**src/rtl/speicher_steuerung_pkg.sv**
```systemverilog
// Shared types and constants for the CPU memory controller and its SRAM model.
package speicher_paket;

  typedef enum logic [2:0] {
    BEREIT   = 3'd0,
    ZUGRIFF  = 3'd1,
    WARTEN   = 3'd2,
    ANTWORT  = 3'd3,
    FREIGABE = 3'd4
  } zustand_t;

  typedef enum logic [1:0] {
    ZUGRIFF_INSTR     = 2'd0,
    ZUGRIFF_LADEN     = 2'd1,
    ZUGRIFF_SPEICHERN = 2'd2
  } zugriff_t;

  localparam int MAX_LESE_LATENZ = 4;

  // Any address bit at or above the SRAM width means "not backed by memory".
  function automatic logic ausser_bereich(input logic [31:0] adr, input int breite);
    return (adr >> breite) != 32'd0;
  endfunction

endpackage

```
**src/rtl/speicher_steuerung.sv**
```systemverilog
// Memory responder: arbitrates fetch/load/store requests onto one single-port SRAM
// and answers each with data and a one-cycle completion pulse.
module speicher_steuerung
  import speicher_paket::*;
#(
  parameter int ADRESS_BREITE = 14,
  parameter int LESE_LATENZ   = 1
) (
  input  logic                     Clock,
  input  logic                     Reset,
  input  logic                     LeseInstruktion,
  input  logic [31:0]              InstruktionAdresse,
  output logic [31:0]              Instruktion,
  output logic                     InstruktionGeladen,
  input  logic                     LeseDaten,
  input  logic                     SchreibeDaten,
  input  logic [31:0]              DatenAdresse,
  input  logic [31:0]              DatenSchreibwert,
  output logic [31:0]              DatenLesewert,
  output logic                     DatenGeladen,
  output logic                     DatenGespeichert,
  output logic [ADRESS_BREITE-1:0] SpeicherAdresse,
  output logic [31:0]              SpeicherSchreibDaten,
  output logic                     SpeicherAktiv,
  output logic                     SpeicherSchreiben,
  input  logic [31:0]              SpeicherLeseDaten
);

  localparam int WARTE_W = $clog2(MAX_LESE_LATENZ);
  localparam logic [WARTE_W-1:0] WARTE_START =
    WARTE_W'((LESE_LATENZ > 1) ? (LESE_LATENZ - 2) : 0);

  zustand_t                 zustand_q;
  zugriff_t                 typ_q;
  logic                     ausser_q;
  logic [WARTE_W-1:0]       warte_q;
  logic [31:0]              instr_q, daten_q;
  logic                     ig_q, dg_q, dgs_q;
  logic                     aktiv_q, schreiben_q;
  logic [ADRESS_BREITE-1:0] adresse_q;
  logic [31:0]              schreibdaten_q;

  zugriff_t    typ_d;
  logic [31:0] adr_d;
  logic        anfrage_d, ausser_d, bedient_d;
  logic [31:0] lesewert_d, instr_d, daten_d;

  // Fixed priority: store > load > fetch.
  always_comb begin
    anfrage_d = SchreibeDaten | LeseDaten | LeseInstruktion;
    typ_d     = ZUGRIFF_INSTR;
    adr_d     = InstruktionAdresse;
    if (SchreibeDaten) begin
      typ_d = ZUGRIFF_SPEICHERN;
      adr_d = DatenAdresse;
    end else if (LeseDaten) begin
      typ_d = ZUGRIFF_LADEN;
      adr_d = DatenAdresse;
    end
    ausser_d = ausser_bereich(adr_d, ADRESS_BREITE);
  end

  always_comb begin
    case (typ_q)
      ZUGRIFF_SPEICHERN: bedient_d = SchreibeDaten;
      ZUGRIFF_LADEN:     bedient_d = LeseDaten;
      default:           bedient_d = LeseInstruktion;
    endcase
  end

  // Read data is forwarded straight to the output during ANTWORT so it is valid with the pulse.
  always_comb begin
    lesewert_d = ausser_q ? 32'd0 : SpeicherLeseDaten;
    instr_d    = instr_q;
    daten_d    = daten_q;
    if (zustand_q == ANTWORT && typ_q == ZUGRIFF_INSTR) instr_d = lesewert_d;
    if (zustand_q == ANTWORT && typ_q == ZUGRIFF_LADEN) daten_d = lesewert_d;
  end

  always_ff @(posedge Clock) begin
    if (!Reset) begin
      zustand_q      <= BEREIT;
      typ_q          <= ZUGRIFF_INSTR;
      ausser_q       <= 1'b0;
      warte_q        <= '0;
      instr_q        <= '0;
      daten_q        <= '0;
      ig_q           <= 1'b0;
      dg_q           <= 1'b0;
      dgs_q          <= 1'b0;
      aktiv_q        <= 1'b0;
      schreiben_q    <= 1'b0;
      adresse_q      <= '0;
      schreibdaten_q <= '0;
    end else begin
      ig_q        <= 1'b0;
      dg_q        <= 1'b0;
      dgs_q       <= 1'b0;
      aktiv_q     <= 1'b0;
      schreiben_q <= 1'b0;
      case (zustand_q)
        BEREIT: begin
          if (anfrage_d) begin
            typ_q       <= typ_d;
            ausser_q    <= ausser_d;
            adresse_q   <= adr_d[ADRESS_BREITE-1:0];
            aktiv_q     <= !ausser_d;
            schreiben_q <= (typ_d == ZUGRIFF_SPEICHERN) && !ausser_d;
            if (typ_d == ZUGRIFF_SPEICHERN) schreibdaten_q <= DatenSchreibwert;
            zustand_q   <= ZUGRIFF;
          end
        end
        ZUGRIFF: begin
          if (typ_q != ZUGRIFF_SPEICHERN && LESE_LATENZ > 1) begin
            warte_q   <= WARTE_START;
            zustand_q <= WARTEN;
          end else begin
            ig_q      <= (typ_q == ZUGRIFF_INSTR);
            dg_q      <= (typ_q == ZUGRIFF_LADEN);
            dgs_q     <= (typ_q == ZUGRIFF_SPEICHERN);
            zustand_q <= ANTWORT;
          end
        end
        WARTEN: begin
          if (warte_q == '0) begin
            ig_q      <= (typ_q == ZUGRIFF_INSTR);
            dg_q      <= (typ_q == ZUGRIFF_LADEN);
            zustand_q <= ANTWORT;
          end else begin
            warte_q <= warte_q - 1'b1;
          end
        end
        ANTWORT: begin
          instr_q   <= instr_d;
          daten_q   <= daten_d;
          zustand_q <= FREIGABE;
        end
        FREIGABE: begin
          // A level-held request must be released before it can be served again.
          if (!bedient_d) zustand_q <= BEREIT;
        end
        default: zustand_q <= BEREIT;
      endcase
    end
  end

  assign Instruktion          = instr_d;
  assign DatenLesewert        = daten_d;
  assign InstruktionGeladen   = ig_q;
  assign DatenGeladen         = dg_q;
  assign DatenGespeichert     = dgs_q;
  assign SpeicherAdresse      = adresse_q;
  assign SpeicherSchreibDaten = schreibdaten_q;
  assign SpeicherAktiv        = aktiv_q;
  assign SpeicherSchreiben    = schreiben_q;

endmodule

```
**config.mk**
```make
export PLATFORM = sky130hd
export DESIGN_NAME = speicher_steuerung
export DESIGN_NICKNAME = d
export VERILOG_FILES = /design/src/rtl/speicher_steuerung_pkg.sv /design/src/rtl/speicher_steuerung.sv
export SDC_FILE = /design/constraint.sdc
export NUM_CORES = 1
export LEC_CHECK = 0
export ABC_AREA = 1
export BUFFER_PORTS_ARGS = -buffer_cell sky130_fd_sc_hd__buf_2
export CAP_MARGIN = 30
export CORE_MARGIN = 5
export CORE_UTILIZATION = 35
export CTS_CLUSTER_SIZE = 40
export DETAILED_ROUTE_END_ITERATION = 10
export PLACE_DENSITY = 0.68
export SLEW_MARGIN = 20
export SYNTH_ARGS = -nofsm -noshare
export SYNTH_HDL_FRONTEND = slang
export SYNTH_SLANG_ARGS = --single-unit
```
**constraint.sdc**
```tcl
create_clock -name Clock -period 1.77 [get_ports Clock]
set_input_delay 0.2655 -clock Clock [delete_from_list [all_inputs] [get_ports Clock]]
set_output_delay 0.2655 -clock Clock [all_outputs]
set_load 0.005 [all_outputs]
```
======== Word level (Yosys, flattened, before mapping) ========
Index checks and enable logic that the tools add are counted.
storage, ports and cells
  input port bits ......................... 133
  logic and storage cells ................. 57
  register bits after elaboration ......... 123
  output and inout port bits .............. 115
operators by class
  reductions and logical operators ........ 14
  bitwise logic cells ..................... 3
  eq/ne operators ......................... 10
  muxes and demuxes ....................... 16
  add/sub/neg operators ................... 1
operator list
  kind                 number
  $mux 32              5
  $reduce_bool 32->1   1
  $pmux 3 s5           1
  $mux 3               3
  $reduce_and 3->1     3
  $eq 3x2->1 const B   2
  $ne 2x2->1 const B   3
  $pmux 1 s2           3
  $reduce_and 2->1     3
  $eq 2x2->1 const B   2
  $logic_not 2->1      2
  $eq 3x1->1 const B   1
  $eq 3x3->1 const B   1
  $logic_and 1x1->1    3
  $logic_not 3->1      1
  $mux 1               3
  $eq 2x1->1 const B   1
  $mux 2               1
  $or 1x1->1           2
  $sub 2x1->2 const B  1
  $logic_not 1->1      1
  $not 1->1            1

======== Longest topological paths before layout ========
  depth after elaboration ................. 5
  gate-level depth with buffers ........... 9
  gate-level depth less buffers ........... 8

======== Worst setup path after synthesis ========
Ideal clock, no wire load.
  path type ............................... register -> output
  from .................................... register typ_q[1]
  to ...................................... output DatenLesewert[15]
  data arrival time ....................... 1.178 ns
  stages on the path, launching flop included .. 7
  buffers on the path ..................... 1
  path slack .............................. 0.326 ns
  data required time ...................... 1.505 ns
  cells stage by stage .................... dfxtp_1 -> inv_1 -> ha_1 -> nand2_2 -> clkinv_2 -> buf_4 -> a21oi_1
between the ends
  word-level cells in the longest chain between the ends .. 3
RTL lines
  element                 RTL line                   RTL
  start, declared         speicher_steuerung.sv:34   zugriff_t typ_q;
  start signal, assigned  speicher_steuerung.sv:104  typ_q <= typ_d;
  $eq 2x1->1              speicher_steuerung.sv:77   if (zustand_q == ANTWORT && typ_q == ZUGRIFF_LADEN) daten_d = lesewert_d;
  $logic_and 1x1->1       speicher_steuerung.sv:77
  $mux 32                 speicher_steuerung.sv:77
  end, declared           speicher_steuerung.sv:19   output logic [31:0] DatenLesewert,
No other way between the ends.

======== Final worst setup path ========
  from .................................... register zustand_q[0]
  to ...................................... output Instruktion[7]
between the ends
  word-level cells in the longest chain between the ends .. 3
RTL lines
  element                 RTL line                   RTL
  start, declared         speicher_steuerung.sv:33   zustand_t zustand_q;
  start signal, assigned  speicher_steuerung.sv:82   zustand_q <= BEREIT;
  start signal, assigned  speicher_steuerung.sv:110  zustand_q <= ZUGRIFF;
  start signal, assigned  speicher_steuerung.sv:116  zustand_q <= WARTEN;
  $eq 3x2->1              speicher_steuerung.sv:76   if (zustand_q == ANTWORT && typ_q == ZUGRIFF_INSTR) instr_d = lesewert_d;
  $logic_and 1x1->1       speicher_steuerung.sv:76
  $mux 32                 speicher_steuerung.sv:76
  end, declared           speicher_steuerung.sv:13   output logic [31:0] Instruktion,
No other way between the ends.

==> metrics.txt <==
max-cap viol count=0; initial antenna violation count=0; Routed Antenna Nets=0; clock edge transition at the registers on the reported setup and hold paths=0.06 ns; share of post-route cells with drive strength above 1=between 50% and 60%; ranking of synthesized cells by area=dfxtp_1, a211oi_2, nand2_1, inv_1, a21oi_1; Clock Skew=between 0.01 and 0.015 ns; Setup crit start kind=flop; HP Class=in -> reg; worst r2r path cells=8; Initial DRC Count=roughly 290; CTS tree=yes; Die Span Y=~140 um; worst hold slack=about 0.12 ns; CORE AREA=between 15000 and 20000 um2; Net Switching=approximately 2.4 mW; initial core utilization=roughly 35%; unrepaired setup endpoints after global routing=true; total number of yosys warnings=0; hold depth=3; post-layout min period=roughly 2.0 ns; IO buf count=between 200 and 250; status=complete, but fails checks; worst rel slew slack=approximately three quarters; net count after synthesis=~920; flops & latches, synth=about 120; critical path arrival=~1.7 ns; CTS buffer count=17; fin. max-slew vios=0; Slew @ Worst Pin=between 0.3 and 0.4 ns; Pwr Density=approximately 930 nW/um2; Fmax=roughly 500 MHz; post-layout util=between 50% and 60%; H-tree depth=4; DR WL/cell=approximately 15 um; DRC errors left=0; final wirelength=18.8 mm; first-pass GRT wire length=~30 mm; later-pin clock latency in the skew report=0.41 ns; Syn Std Cell Area=slightly below 6000 um2; pre-CTS WS=approximately 0.13 ns; register area share after synthesis=42.2%; setup TNS=-9.67 ns; Hold Vio Cnt, Final=0; Die ar.=19400 um2; Rows=between 40 and 50; Critical Path Fanout Max=8; Max VDD drop=approximately 670 uV; Clock Power Share=~41%; Syn Inst Count=778; Final Worst Setup Slack=-0.212 ns; period utilization=112%; Clock Sinks=123; vias in the first global route=about 6000; RD Place Congestion=roughly 0.77; share of the synthesized area in the top cell type=42.2%; failing checks=setup timing; pin count of the biggest net entering global routing=48; Required @ worst endpoint=about 1.5 ns; Final setup viols=64; CTS root buffer=clkbuf_16; P_int=between 5 and 6 mW; Leak=approximately 4.2 nW; critical path class=reg -> out; sequential share of power=a little over a third; switch share=roughly 29%; Overall Power=8.30 mW; Mapped Avg Cell Area=around 7.5 um2; vias=6044; dpl hpwl=approximately 12 mm; fin nets=between 1000 and 1500; cell taking the most area after synthesis=dfxtp_1; total grt overflow=0; Top Ports=roughly 250; Distinct cells, synth=26; ant diodes=0; critical path endpoint category=primary output; Max Buffers Root-to-Sink=2; DR pass1 iterations=6; Layout area overhead=52.9%; Overall Global Routing Usage=approximately a fifth; Gate power share=between 20% and 30%; vias per inst=4.67; die width=roughly 140 um
cell families after synthesis:
kind of cell,Yosys count,share of synthesized area (%)
AND/OR/NAND/NOR,256,18.0
AO/OA/AOI/OAI,200,25.3
buffers and inverters,195,13.7
flip-flops,123,42.2
adder cells (fa/ha/maj),4,0.857
layout make-up:
cell class | instances | area (um2)
fillers | 1524 | 7530
flip-flops and latches | 123 | 2470
multi-input cells | 460 | 3020
well taps | 220 | 275
clock inverters | 14 | 146
repair buffers | 313 | 2010
inverters | 146 | 569
clock buffers | 18 | 439
cell usage after synthesis:
| cell | number |
|---|---|
| inv_2 | 4 |
| nand3b_1 | 1 |
| clkbuf_1 | 15 |
| ha_1 | 4 |
| nand4_1 | 1 |
| nand3_1 | 38 |
| nand2_1 | 174 |
| a31oi_1 | 14 |
| buf_4 | 11 |
| clkinv_2 | 1 |
| nor2_1 | 31 |
| nand2_2 | 4 |
| o21ai_0 | 16 |
| buf_2 | 19 |
| dfxtp_1 | 123 |
| nor2_2 | 3 |
| and2_0 | 1 |
| nor3_1 | 1 |
| inv_1 | 141 |
| nor2_4 | 1 |
| buf_1 | 4 |
| nand2_4 | 1 |
| a211oi_2 | 60 |
| a211oi_1 | 4 |
| a21oi_1 | 105 |
| o21ai_1 | 1 |
worst paths after layout:
check                                           from                       end  slack, ns
worst min register to register            warte_q[0]                warte_q[0]       0.44
worst max-delay path                    zustand_q[0]            Instruktion[7]      -0.21
worst min-delay path            DatenSchreibwert[20]  SpeicherSchreibDaten[20]       0.12
worst max register to register          zustand_q[0]  SpeicherSchreibDaten[10]       0.14
flip-flops by register name (all words and copies together), names as in the netlist:
name / cells
DatenGeladen: 1
zustand_q: 3
warte_q: 2
DatenGespeichert: 1
SpeicherSchreiben: 1
SpeicherSchreibDaten: 32
SpeicherAdresse: 14
daten_q: 32
typ_q: 2
instr_q: 32
ausser_q: 1
SpeicherAktiv: 1
InstruktionGeladen: 1
per-layer routing:
layer,up-vias,global-route usage [%],share of wire [%]
met1,2752,22.9,42
li1,3067,-,-
met4,0,5.05,1.4
met2,204,32.7,50
met5,-,0,0
met3,21,5.55,6.6
layout by cell type (no fill, tap or decap), types with 2 or more instances in the layout:
cell type	n
clkinv_2	4
inv_2	51
inv_1	89
bufinv_16	2
inv_4	3
buf_16	3
clkbuf_16	19
o21ai_0	16
dfxtp_1	119
nor2_4	2
nand2_1	127
nor2_2	2
inv_6	2
buf_12	10
bufbuf_16	2
dfxtp_2	3
ha_4	2
a211oi_2	60
ha_1	2
nand3_1	38
buf_6	3
buf_2	247
a211oi_1	4
nand2_2	32
a31oi_1	14
nand2_4	19
clkinv_4	2
buf_4	46
a21oi_2	50
nor2_1	31
a21oi_1	55
clkinvlp_4	6
critical path, cell delays in order (launching register included):
cell and delay (ns):
dfxtp_2 0.34, nand2_2 0.07, nor2_4 0.20, nand2_8 0.14
clkbuf_16 0.21, nand2_1 0.08, inv_2 0.05, a21oi_2 0.10
buf_2 0.12
power by group through the flow:
stage / Clock, mW / Sequential (mW) / Combinational, mW
3_3_place_gp: 0 / 3.08 / 1.52
3_5_place_dp: 0 / 3.09 / 1.54
2_1_floorplan: 0 / 3.09 / 0.807
5_1_grt: 3.62 / 3.05 / 2.05
4_1_cts: 3.49 / 3.03 / 1.76
6_report: 3.41 / 3.03 / 1.86
what timing repair did:
action,in CTS,in global routing
gates cloned,4,2
setup endpoints to repair,64,64
endpoints found under the hold margin,0,0
setup buffers,10,3
hold buffers,0,0
pin swaps,6,7
gates resized for setup,139,61
through the flow:
stage | cells | cell area (um2)
after global placement | 1243 | 7560
after floorplan | 778 | 5840
after CTS | 1289 | 8720
after detailed placement | 1243 | 7560
final | 1294 | 8930
after global routing | 1294 | 8930
Note: power is estimated with default switching activity, not from simulation.
